==> config.mk <==
export PLATFORM = sky130hd
export DESIGN_NAME = game_ctrl
export DESIGN_NICKNAME = d
export VERILOG_FILES = /design/src/rtl/game_pkg.sv /design/src/rtl/game_ctrl_idle_timer.sv /design/src/rtl/game_ctrl.sv
export SDC_FILE = /design/constraint.sdc
export NUM_CORES = 1
export LEC_CHECK = 0
export ABC_AREA = 1
export CAP_MARGIN = 20
export CORE_UTILIZATION = 25
export CTS_CLUSTER_SIZE = 20
export DETAILED_ROUTE_END_ITERATION = 12
export REMOVE_ABC_BUFFERS = 1
export SLEW_MARGIN = 20
export SYNTH_ARGS = -nofsm -noshare
export SYNTH_HDL_FRONTEND = slang
export SYNTH_SLANG_ARGS = --single-unit
export TNS_END_PERCENT = 5
==> constraint.sdc <==
create_clock -name clk -period 1.7 [get_ports clk]
set_input_delay 0.34 -clock clk [delete_from_list [all_inputs] [get_ports clk]]
set_output_delay 0.34 -clock clk [all_outputs]
set_load 0.005 [all_outputs]
==> src/rtl/game_pkg.sv <==
// Shared definitions for the guessing-game controller.
// The state enum, the status and hint encodings, and the default parameters
// all live here.
package game_pkg;

  localparam int DEF_NUM_LEVELS     = 10;
  localparam int DEF_MAX_TRIES      = 3;
  localparam int DEF_TIMEOUT_CYCLES = 1000;

  typedef enum logic [2:0] {
    S_PLAY,
    S_WRONG,
    S_CORRECT,
    S_LOCKED,
    S_DONE
  } state_e;

  localparam logic [2:0] STATUS_PLAY    = 3'b000;
  localparam logic [2:0] STATUS_CORRECT = 3'b010;
  localparam logic [2:0] STATUS_WRONG   = 3'b001;
  localparam logic [2:0] STATUS_LOCKED  = 3'b100;
  localparam logic [2:0] STATUS_DONE    = 3'b111;

  localparam logic [1:0] HINT_NONE = 2'b00;
  localparam logic [1:0] HINT_LOW  = 2'b01;
  localparam logic [1:0] HINT_HIGH = 2'b10;

  // One-to-one mapping from FSM state to the externally visible status code.
  function automatic logic [2:0] status_of(input state_e s);
    logic [2:0] code;
    code = STATUS_PLAY;
    case (s)
      S_PLAY:    code = STATUS_PLAY;
      S_WRONG:   code = STATUS_WRONG;
      S_CORRECT: code = STATUS_CORRECT;
      S_LOCKED:  code = STATUS_LOCKED;
      S_DONE:    code = STATUS_DONE;
      default:   code = STATUS_PLAY;
    endcase
    return code;
  endfunction

endpackage

==> src/rtl/game_ctrl_idle_timer.sv <==
// Idle-cycle counter for game_ctrl.
// Counts while enable is high.  clear has priority over counting.
// expired is high in the cycle the count sits at TIMEOUT_CYCLES-1 while
// enabled, so the owner can act on that same edge.
module idle_timer
  import game_pkg::*;
#(
  parameter int TIMEOUT_CYCLES = DEF_TIMEOUT_CYCLES
) (
  input  logic clk,
  input  logic reset,
  input  logic clear,
  input  logic enable,
  output logic expired
);

  localparam int CW = (TIMEOUT_CYCLES > 2) ? $clog2(TIMEOUT_CYCLES) : 1;
  localparam logic [CW-1:0] LAST = CW'(TIMEOUT_CYCLES - 1);

  logic [CW-1:0] count;

  // Counter register: clear wins, otherwise advance while enabled.
  always_ff @(posedge clk or posedge reset) begin
    if (reset) begin
      count <= '0;
    end else if (clear) begin
      count <= '0;
    end else if (enable) begin
      count <= count + CW'(1);
    end
  end

  assign expired = enable && (count == LAST);

endmodule

==> src/rtl/game_ctrl.sv <==
// game_ctrl: level/score/tries controller for a guess-the-answer game.
// Optional feature macro: GAME_CTRL_HINT_EN adds the registered hint output.
//
// The answer for the current level comes from an external combinational
// memory addressed by rom_addr (= current level).  status is a registered
// one-to-one decode of the FSM state and is the observable view of that FSM.
//
// Input pulses: submit_p and next_p are single-cycle, already debounced.
// They are acted on in the cycle they are high; the outcome is visible after
// the next rising edge.  submit_p outranks next_p while a guess can still be
// evaluated (PLAY/WRONG); next_p outranks an idle timeout in the same cycle.
module game_ctrl
  import game_pkg::*;
#(
  parameter int NUM_LEVELS     = DEF_NUM_LEVELS,
  parameter int MAX_TRIES      = DEF_MAX_TRIES,
  parameter int TIMEOUT_CYCLES = DEF_TIMEOUT_CYCLES
) (
  input  logic       clk,
  input  logic       reset,
  input  logic       submit_p,
  input  logic       next_p,
  input  logic [3:0] guess,
  output logic [3:0] rom_addr,
  input  logic [3:0] rom_data,
  output logic [2:0] status,
  output logic [3:0] score,
  output logic [1:0] tries_left
`ifdef GAME_CTRL_HINT_EN
  ,
  output logic [1:0] hint
`endif
);

  localparam logic [3:0] LAST_LEVEL = 4'(NUM_LEVELS - 1);
  localparam logic [1:0] FULL_TRIES = 2'(MAX_TRIES);

  state_e     state, state_n;
  logic [3:0] level, level_n;
  logic [3:0] score_n;
  logic [1:0] tries_n;
  logic       in_play;
  logic       match;
  logic       expired;
  logic       timer_clear;
`ifdef GAME_CTRL_HINT_EN
  logic [1:0] hint_n;
`endif

  assign in_play  = (state == S_PLAY) || (state == S_WRONG);
  assign match    = (guess == rom_data);
  assign rom_addr = level;

  // The counter only runs while a guess is pending; any player action, a
  // timeout, or sitting in a non-playing state restarts it from zero.
  assign timer_clear = !in_play || submit_p || next_p || expired;

  idle_timer #(
    .TIMEOUT_CYCLES(TIMEOUT_CYCLES)
  ) u_idle_timer (
    .clk    (clk),
    .reset  (reset),
    .clear  (timer_clear),
    .enable (in_play),
    .expired(expired)
  );

  // State, level, score, tries, status (and hint) registers.
  always_ff @(posedge clk or posedge reset) begin
    if (reset) begin
      state      <= S_PLAY;
      level      <= '0;
      score      <= '0;
      tries_left <= FULL_TRIES;
      status     <= STATUS_PLAY;
`ifdef GAME_CTRL_HINT_EN
      hint       <= HINT_NONE;
`endif
    end else begin
      state      <= state_n;
      level      <= level_n;
      score      <= score_n;
      tries_left <= tries_n;
      status     <= status_of(state_n);
`ifdef GAME_CTRL_HINT_EN
      hint       <= hint_n;
`endif
    end
  end

  // Next-state logic: evaluate guesses, timeouts, advances and restarts.
  always_comb begin
    state_n = state;
    level_n = level;
    score_n = score;
    tries_n = tries_left;
`ifdef GAME_CTRL_HINT_EN
    hint_n  = hint;
`endif
    case (state)
      S_PLAY, S_WRONG: begin
        if (submit_p) begin
          if (match) begin
            state_n = S_CORRECT;
            if (score != 4'hF) begin
              score_n = score + 4'd1;
            end
`ifdef GAME_CTRL_HINT_EN
            hint_n = HINT_NONE;
`endif
          end else begin
            tries_n = tries_left - 2'd1;
            state_n = (tries_left == 2'd1) ? S_LOCKED : S_WRONG;
`ifdef GAME_CTRL_HINT_EN
            hint_n = (guess < rom_data) ? HINT_LOW : HINT_HIGH;
`endif
          end
        end else if (next_p) begin
          // Skip: score is left alone.
          if (level != LAST_LEVEL) begin
            level_n = level + 4'd1;
            tries_n = FULL_TRIES;
            state_n = S_PLAY;
          end else begin
            state_n = S_DONE;
          end
`ifdef GAME_CTRL_HINT_EN
          hint_n = HINT_NONE;
`endif
        end else if (expired) begin
          // Timeout counts as a wrong attempt without a direction.
          tries_n = tries_left - 2'd1;
          state_n = (tries_left == 2'd1) ? S_LOCKED : S_WRONG;
`ifdef GAME_CTRL_HINT_EN
          hint_n = HINT_NONE;
`endif
        end
      end
      S_CORRECT, S_LOCKED: begin
        if (next_p) begin
          if (level != LAST_LEVEL) begin
            level_n = level + 4'd1;
            tries_n = FULL_TRIES;
            state_n = S_PLAY;
          end else begin
            state_n = S_DONE;
          end
`ifdef GAME_CTRL_HINT_EN
          hint_n = HINT_NONE;
`endif
        end
      end
      S_DONE: begin
        if (next_p) begin
          level_n = '0;
          score_n = '0;
          tries_n = FULL_TRIES;
          state_n = S_PLAY;
`ifdef GAME_CTRL_HINT_EN
          hint_n = HINT_NONE;
`endif
        end
      end
      default: begin
        state_n = S_PLAY;
      end
    endcase
  end

endmodule

# After elaboration in Yosys (flattened, before gate mapping)
# Cells that the tools add are included.
# W data, S select, Z words.
# totals
regBits	26
out_inout_bits	13
# classes
add_sub_neg	4
n_eq_ne	21
n_mux	29
n_reduce_logical	15
# op_table
operator	n
$mux W4	7
$mux W10	2
$mux W2	9
$mux W3	6
$eq A3 B2 Y1 const B	4
$ne A2 B2 Y1 const B	6
$ne A4 B4 Y1 const B	3
$pmux W3 S4	1
$pmux W4 S3	1
$add A10 B1 Y10 const B	1
$eq A10 B10 Y1 const B	1
$reduce_and A5 Y1	2
$pmux W3 S3	1
$add A4 B1 Y4 const B	2
$pmux W4 S2	1
$eq A3 B1 Y1 const B	2
$eq A3 B3 Y1 const B	2
$pmux W2 S3	1
$eq A4 B4 Y1	1
$logic_or A1 B1 Y1	4
$reduce_bool A2 Y1	2
$reduce_or A2 Y1	2
$logic_not A3 Y1	1
$ne A3 B3 Y1 const B	1
6 further kinds	6

# Depth between registers and ports, before layout
# depth
depth_word	9
ltp_mapped	12

# Cells and area by module
# A second synthesis with hierarchy kept.
# unflattened
hier_cells	236
hier_area_um2	1667.8
# modules_own_cells
mod	n_inst	cells_each	area_per_inst_um2	seq_area_each_um2
game_ctrl	1	158	1083.5	402.9
idle_timer	1	78	584.3	250.2

# Worst setup path before layout
# Ideal clock, no wire load.
# synth_path
path_type	reg-to-reg
startpoint	register level[1], in the netlist rom_addr[1]
endpoint	register tries_left[0]
setup_time_ps	76
arrival_ps	1298
required_time_ps	1624
slack_ps	326
path_stages_with_launch	9
path_buffers	0
period_less_slack_ps	1374
cell_sequence	dfrtp_1 inv_1 ha_1 nand3_1 or2_0 o21ai_0 nand2_1 nand3_1 nand2_1
# synth_via
elab_chain_cells	5
elab_cells_between_ends	6
# synth_rtl
item	line	source
start: declaration	game_ctrl.sv:39	logic [3:0] level, level_n;
start signal: assignment	game_ctrl.sv:81	level <= level_n;
$ne A4 B4 Y1 (*)	game_ctrl.sv:120, game_ctrl.sv:141	
$mux W2 (*)	-	
$mux W2 (2 in a row)	-	
$pmux W2 S3 (*)	-	
end signal: assignment	game_ctrl.sv:83	tries_left <= tries_n;
end: declaration	game_ctrl.sv:28	output logic [1:0] tries_left
# Mark *: on every way between the ends. The rest lies on a longest branch, timed or not. The select of a mux whose other input is x is not followed.
# A chain may end at the register's enable or synchronous reset.

# Worst setup path after layout
# layout_path
startpoint	register tries_left[1]
endpoint	output tries_left[1]
# No word-level cell between the ends.

==> metrics <==
via count between 1000 and 1500; # fillers roughly 690; Total Wirelength approximately 3500 um; cell area after layout 0.00214 mm^2; H-tree Lvls 1; ratio of cells with drive above 1 in the final layout 0.170; Hold Fails Final Rpt 0; synth unique cells 27; number of DRC markers in iteration 0 88; largest net degree at the start of global routing 27; met3 Track Usage GR 0.0239; Worst-path clk slew 90 ps; Die Y approximately 83 um; # port buffers 24; grt total ovfl 0; Synth top area share 0.363; antenna viol nets, final 0; status finished clean; core area 0.00639 mm^2; Longest Clk Path Bufs 2; CP cell instances clkdlybuf4s50_1; Power, Total 2590 uW; Final Util 0.336; synthesized area per cell around 7.4 um^2; RSZ-0062 raised after global routing false; Peak Freq about 0.60 GHz; clock skew approximately 2.3 ps; top cell family by delay on the critical path flip-flops; worst vdd ir around 0.56 mV; cells after synthesis approximately 220; met1 global-route usage 0.136; worst hold slack roughly 430 ps; Slowest Stage Delay on Critical Path between 500 and 600 ps; DRC errors left 0; Worst-Skew Late Latency 270 ps; Worst Path Arrival 1320 ps; DP Worst Slack -29.2 ps; DP HPWL 2790 um; CP startpoint kind flop; Initial Utilization 0.259; gr busiest metal met2; CTS tree yes; Root Driver clkbuf_8; transition time of the tightest slew-check pin 441 ps; # IOs 25; post-synthesis sequential area ratio 0.395; DR vias/cell 4.36; Slew Limit Fails 0; Critical Path RT between 1000 and 1500 ps; worst-path fanout max 3; met2 Use GR 0.185; Slew HR 0.703; routed len/inst ~10 um; clk sink count 26; initial antenna violation count 0; DR pass1 iterations 4; count of final setup violators 0; Leak Pwr approximately 0.0011 uW; vias in the first global route approximately 1400; Area after DPL ~0.0021 mm^2; die area ~0.0069 mm^2; Synth Warn # 0; PwrDens 1210 mW/mm^2; GPL Wtd Cong roughly 0.78; die width approximately 83 um; number of nets in the layout 283; post_cts resized 0; Period Utilization, post-route 0.977; first-pass GRT wire length 6130 um; largest area contributor in the netlist dfrtp_1; total global-route track usage 0.106; max cap viols 0; Setup CP Type reg2out; Setup WS post-layout between 30 and 40 ps; Hold Path Class in2async; Diodes inserted 0; worst path bufs/invs 1; worst-path cell with the longest stage delay dfstp_2; Synth area leaders dfrtp_1 (36%), nand2_1 (14%), inv_1 (7.5%); Mapped Area 0.00165 mm^2; Min Clock Period, post-route between 1500 and 2000 ps; Synth-to-Final Area Change 29.6%; # rows 29; FF+latch count, synth 26; CTS buffer count 3; Crit. End Element primary output
==> cell usage after synthesis <==
cell	instances
nand3_1	12
inv_2	6
o2111ai_4	1
dfstp_2	2
or2_2	3
xor2_1	4
nand2_1	60
inv_4	1
a21oi_1	9
nor3_1	7
nor2_1	23
nand2_4	2
and3_1	1
o21ai_1	4
nand4_1	6
inv_1	33
nor2_4	2
nor2_2	2
and2_4	1
nand2_2	3
nand3_2	2
ha_1	5
or2_0	1
o21ai_2	1
dfrtp_1	24
nand3_4	2
o21ai_0	7
==> path summary, 6_finish.rpt <==
check                                 startpoint  slack (ps)                     to  cells past startpoint
setup / recovery                   tries_left[1]          40          tries_left[1]                      1
hold / removal                             reset         430               score[1]                      3
setup reg to reg                     rom_addr[1]         160          tries_left[0]                      8
hold reg to reg            u_idle_timer.count[0]         470  u_idle_timer.count[0]                      1
max in group asynchronous                  reset         970          tries_left[1]                      3
min in group clk           u_idle_timer.count[0]         470  u_idle_timer.count[0]                      1
==> layout make-up <==
type	instances	area, um^2	share of cell area
flip-flops and latches	26	653	0.305
repair buffers	37	338	0.158
well taps	77	96.3	0.0450
clock buffers	4	55.1	0.0257
multi-input cells	158	848	0.396
inverters	40	153	0.0712
==> cell usage in the layout, fill, tap and decap left out, types with 6 or more instances in the layout <==
cell type	netlist	final
clkdlybuf4s50_1	0	24
dfrtp_1	24	24
buf_4	0	13
o21ai_0	7	7
nor2_1	23	23
nand4_1	6	6
nand2_1	60	60
nand3_1	12	12
a21oi_1	9	9
nor3_1	7	7
inv_1	33	33
inv_2	6	6
==> per-layer routing <==
| metal | vias up | wire [um] |
|---|---|---|
| met5 | - | 0 |
| met4 | 0 | 15 |
| met3 | 2 | 117 |
| met2 | 18 | 1700 |
| met1 | 685 | 1640 |
| li1 | 785 | - |
==> state kept, by name, indices dropped and copies added (netlist names) <==
signal              cells
state                   3
u_idle_timer.count     10
status                  3
tries_left              2
score                   4
rom_addr                4
==> logic make-up (layout without fill, tap and decap cells) <==
group,Yosys count,in the layout,synth area share
AOI/OAI and AO/OA,22,22,0.0817
xor gates and xnor gates,4,4,0.0212
adders and majority gates,5,5,0.0378
buffers and inverters,40,81,0.0923
DFF,26,26,0.395
and+or+nand+nor,127,127,0.372
==> stage by stage <==
step	setup TNS, ps	std cells
finish	0	342
global route	0	342
global placement	-13.5	337
CTS	0	342
floorplan	0	224
detailed placement	-41.4	337
==> what timing repair did <==
item,4_1_cts,5_1_grt
setup endpoints to repair,1,0
setup buffers,1,0
endpoints found under the hold margin,0,0
hold buffers,0,0
==> power breakdown <==
group | internal [uW] | total, uW | switching [uW]
clock network | 207 | 398 | 191
registers | 795 | 950 | 155
logic | 628 | 1240 | 612
total | 1630 | 2590 | 958
(Power assumes the default switching activity.)
==> RTL change 1, RTL diff (config.mk and constraints unchanged) <==
Reset style: synchronous (`reset`), changed in 2 clocked blocks.
--- a/src/rtl/game_ctrl_idle_timer.sv
+++ b/src/rtl/game_ctrl_idle_timer.sv
@@ -20,7 +20,7 @@
   logic [CW-1:0] count;
 
   // Counter register: clear wins, otherwise advance while enabled.
-  always_ff @(posedge clk or posedge reset) begin
+  always_ff @(posedge clk) begin
     if (reset) begin
       count <= '0;
     end else if (clear) begin
--- a/src/rtl/game_ctrl.sv
+++ b/src/rtl/game_ctrl.sv
@@ -66,7 +66,7 @@
   );
 
   // State, level, score, tries, status (and hint) registers.
-  always_ff @(posedge clk or posedge reset) begin
+  always_ff @(posedge clk) begin
     if (reset) begin
       state      <= S_PLAY;
       level      <= '0;
Behaviour: differs if reset is asserted again (counterexample within 4 cycles, from zero or initial values and one cycle with reset high); with reset held inactive, the same outputs for 10 cycles.
==> RTL change 1 against the original RTL <==
  * Die area decreased by 6.1%
  * Register-to-register slack improved by 0.02 ns
  * Sequential cell count unchanged
  * Area after synthesis decreased by 6.3%
  * Global-route usage increased by 1.4 points
  * Hold slack improved by 0.053 ns
  * Wire length increased by 2.8%
  * Setup slack improved by 0.071 ns
  * Design area decreased by 0.64%
  * Largest cell class unchanged
  * Highest routed layer unchanged
Power is not compared: it rests on default switching activity, and its combinational part moved more than twofold at a synthesized area within 25%.
==> RTL change 1: results (changes against the original RTL) <==
metric	value	unit	change
ys_async_sr_fraction	0		-1.000
hp-class	reg2reg		
grt_pass1_wl	6.120	mm	-0.23%
globalRouteMet3Util	0.02022		-0.003632
cp.arrival	1.25	ns	-0.07 ns
use_met2	0.2034		+0.01859
cp_max_fo	5		+2
hpwlAfterDp	2.795	mm	+0.32%
grt_max_degree	16		-41%
n_fill_cell	656		-4.8%
r2r_slack	0.18	ns	+0.02 ns
wirelength_met1	1.750	mm	+6.6%
ys_top_cells_by_area	dfxtp_1 34%, nand2_1 13%, nor2_1 9.7%, inv_1 8.7%, nand3_1 4.2%		
fin_worst_skew	0.009341	ns	+0.007091 ns
wirelength	3.571	mm	+2.8%
layout.nets	301		+6.4%
dr.pass1.iters	5		+1
synthTopCellsByCount	53 x nand2_1, 40 x nor2_1, 36 x inv_1, 26 x dfxtp_1, 13 x nand3_1		
synth_flop_cell	dfxtp_1		
worstReg2RegStart	state[1]		
outcome	finished, final reports clean		
rr_worst_depth	10		+2
drive_gt1_frac	0.1484		-0.02140
place_area	2038	um2	-2.0%
wl_met3	133	um	+14%
via_count	1595		+7.0%
place_congestion	0.8604		+10%
cp-endpoint	rom_addr[0]		
timing.rr.end	u_idle_timer.count[9]		
drt-initial-drc-count	79		-10%
grtUsageTotal	0.1201		+0.01372
use_met1	0.1522		+0.01623
RTL change 1: logic make-up after synthesis:
| logic type | after synthesis | synth area share |
|---|---|---|
| buffers and inverters | 40 | 0.1009 |
| DFF | 26 | 0.3358 |
| xor gates and xnor gates | 7 | 0.03955 |
| and+or+nand+nor | 130 | 0.3810 |
| AOI/OAI and AO/OA | 27 | 0.1025 |
| adders and majority gates | 5 | 0.04036 |
RTL change 1: per-stage QoR:
step / utilization / worst slack [ns] / hold slack (ns) / instances
after CTS: 0.3542 / 0.08291 / 0.4884 / 358
after global routing: 0.3576 / -0.02312 / 0.5195 / 358
after detailed placement: 0.3422 / -0.2099 / 0.4755 / 354
final: 0.3576 / 0.1109 / 0.4835 / 358
after global placement: 0.3422 / -0.2014 / 0.4716 / 354
after floorplan: - / 0.02355 / 0.4091 / 233
RTL change 1: power by group:
| part | internal, mW | switching (mW) | total, mW | leakage [nW] |
|---|---|---|---|---|
| logic | 0.139 | 0.132 | 0.271 | 0.694 |
| registers | 0.634 | 0.0228 | 0.657 | 0.211 |
| clock network | 0.315 | 0.206 | 0.521 | 0.0357 |
RTL change 1: final cells by class:
cell class | instances | area [um2] | share of cell area
clock buffer | 3 | 41.29 | 0.01939
clock inverter | 1 | 30.03 | 0.01410
inverter | 38 | 145.1 | 0.06816
multi-input combinational | 169 | 890.9 | 0.4183
sequential | 26 | 520.5 | 0.2444
tap | 75 | 93.84 | 0.04407
timing repair buffer | 46 | 407.9 | 0.1915
RTL change 1: worst max-delay path, cell delays in order (launching register included):
cell	delay [ns]
dfxtp_1	0.35
buf_4	0.13
clkdlybuf4s50_1	0.49
RTL change 1: what timing repair did:
item,4_1_cts,5_1_grt
buffers inserted,0,0
setup endpoints to repair,0,8
resized for setup,0,8
==> RTL change 2, RTL diff (config.mk and constraints unchanged) <==
Made on the original files. Set the package constant `DEF_TIMEOUT_CYCLES` to 500 (it was 1000).
--- a/src/rtl/game_pkg.sv
+++ b/src/rtl/game_pkg.sv
@@ -5,7 +5,7 @@
 
   localparam int DEF_NUM_LEVELS     = 10;
   localparam int DEF_MAX_TRIES      = 3;
-  localparam int DEF_TIMEOUT_CYCLES = 1000;
+  localparam int DEF_TIMEOUT_CYCLES = 500;
 
   typedef enum logic [2:0] {
     S_PLAY,
Formal check against the unedited RTL: no difference found for any inputs over 10 cycles, from zero or initial values and one cycle with reset high; that may be too few to reach the edited logic, so the function may still have changed.
==> RTL change 2 against the original RTL <==
  * Register-to-register slack gained 0.05 ns
  * Area after synthesis shrank 5.1%
  * Setup slack is essentially flat
  * Wire length shrank 3.3%
  * Power shrank 0.67%
  * Design area shrank 4.9%
  * Sequential cell count shrank 1
==> RTL change 2: results (changes against the original RTL) <==
metric	value	unit	change
wirelength_met1	1.848	mm	+13%
layout.nets	274		-3.2%
wl_per_cell	10.16	um	about the same
viasPerCell	4.363		+0.13%
maxUsedRoutingLayer	met4		
power.internal	1.595	mW	-2.2%
max-vdd-ir-drop	503.2	uV	-9.7%
grt_pass1_wl	5.768	mm	-6.0%
drt-initial-drc-count	70		-20%
outcome	finished, final reports clean		
use_met1	0.1663		+0.03038
via_count	1444		-3.1%
cp-startpoint	tries_left[0]		
cts_buffer_depth	2		unchanged
globalRouteMet3Util	0.02135		-0.002509
synth_compound_area_frac	0.07171		-0.009981
ys_top_cells_by_area	dfrtp_1 37%, nand2_1 15%, inv_1 7.6%, nor2_1 6.5%, nand3_1 4.5%		
powerSeq	0.993	mW	+4.5%
place_area	1987	um2	-4.5%
r2r_slack	0.21	ns	+0.05 ns
worstReg2RegStart	rom_addr[0]		
seq_area_frac_synth	0.4000		+0.005144
use_met2	0.1655		-0.01925
grt_max_degree	26		-3.7%
htreeDepth	1		unchanged
grtUsageTotal	0.1123		+0.005931
largest_register_ffs	9		-1
avgSynthCellArea	7.304	um2	-1.1%
synthAdderAreaFrac	0.03984		+0.002019
io_buffers	24		unchanged
clock_power_share	0.140		-0.014
wl_met2	1.386	mm	-18%
place_congestion	0.8206		+5.3%
comb_power_share	0.474		-0.005
leakage	1.037	nW	-6.7%
area_delta_synth_final	29.80	%	
cts-root-buf	clkbuf_8		
dr.pass1.iters	4		unchanged
wl_met3	112	um	-4.3%
synthTopCellsByCount	64 x nand2_1, 32 x inv_1, 27 x nor2_1, 23 x dfrtp_1, 14 x nand3_1		
synth_xor_area_frac	0.01673		-0.004447
drive_gt1_frac	0.1406		-0.02919
hp-class	in2async		
timing.rr.end	rom_addr[0]		
timing.hold.ws	0.4257	ns	-0.005128 ns
clk_latency	0.27	ns	about the same
place_inst	326		-3.3%
hpwlAfterDp	2.569	mm	-7.8%
cts_inserted_buffers	3		unchanged
grt_pass1_vias	1299		-7.3%
n_fill_cell	646		-6.2%
slowest_delay	0.55	ns	
slowest_stage	dfstp_2		
cp_max_fo	2		-1
pre_cts_slack	-0.06249	ns	-0.03334 ns
synth.distinct_cells	29		+7.4%
fin_worst_skew	0.004748	ns	+0.002498 ns
slew_headroom	0.7412		+0.03861
==> RTL change 2: how the worst max path moves through the flow <==
stage / endpoint / slack [ns] / cells after the start
final: tries_left[0] / 0.04 / 1
after global routing: tries_left[0] / 0.001 / 1
after CTS: tries_left[0] / 0.03 / 1
after detailed placement: score[0] / -0.06 / 10
after global placement: score[0] / -0.03 / 10
after floorplan: rom_addr[0] / 0.33 / 7
==> RTL change 2: tightest hold or removal path: cells and delay by family <==
family | cells | cell delay [ns]
buf+inv | 3 | 0.76
==> RTL change 2: cell type report <==
class                   count  share of cell area
multi-input cells         155              0.3904
repair buffers             39              0.1725
well taps                  75             0.04604
clock buffers               4             0.02210
flip-flops and latches     25              0.3082
inverters                  33             0.06077
==> RTL change 2: repair_timing <==
item                                   4_1_cts  5_1_grt
endpoints found under the hold margin        0        0
setup endpoints to repair                    2        0
hold buffers                                 0        0
resized for setup                            1        0
setup buffers                                1        0
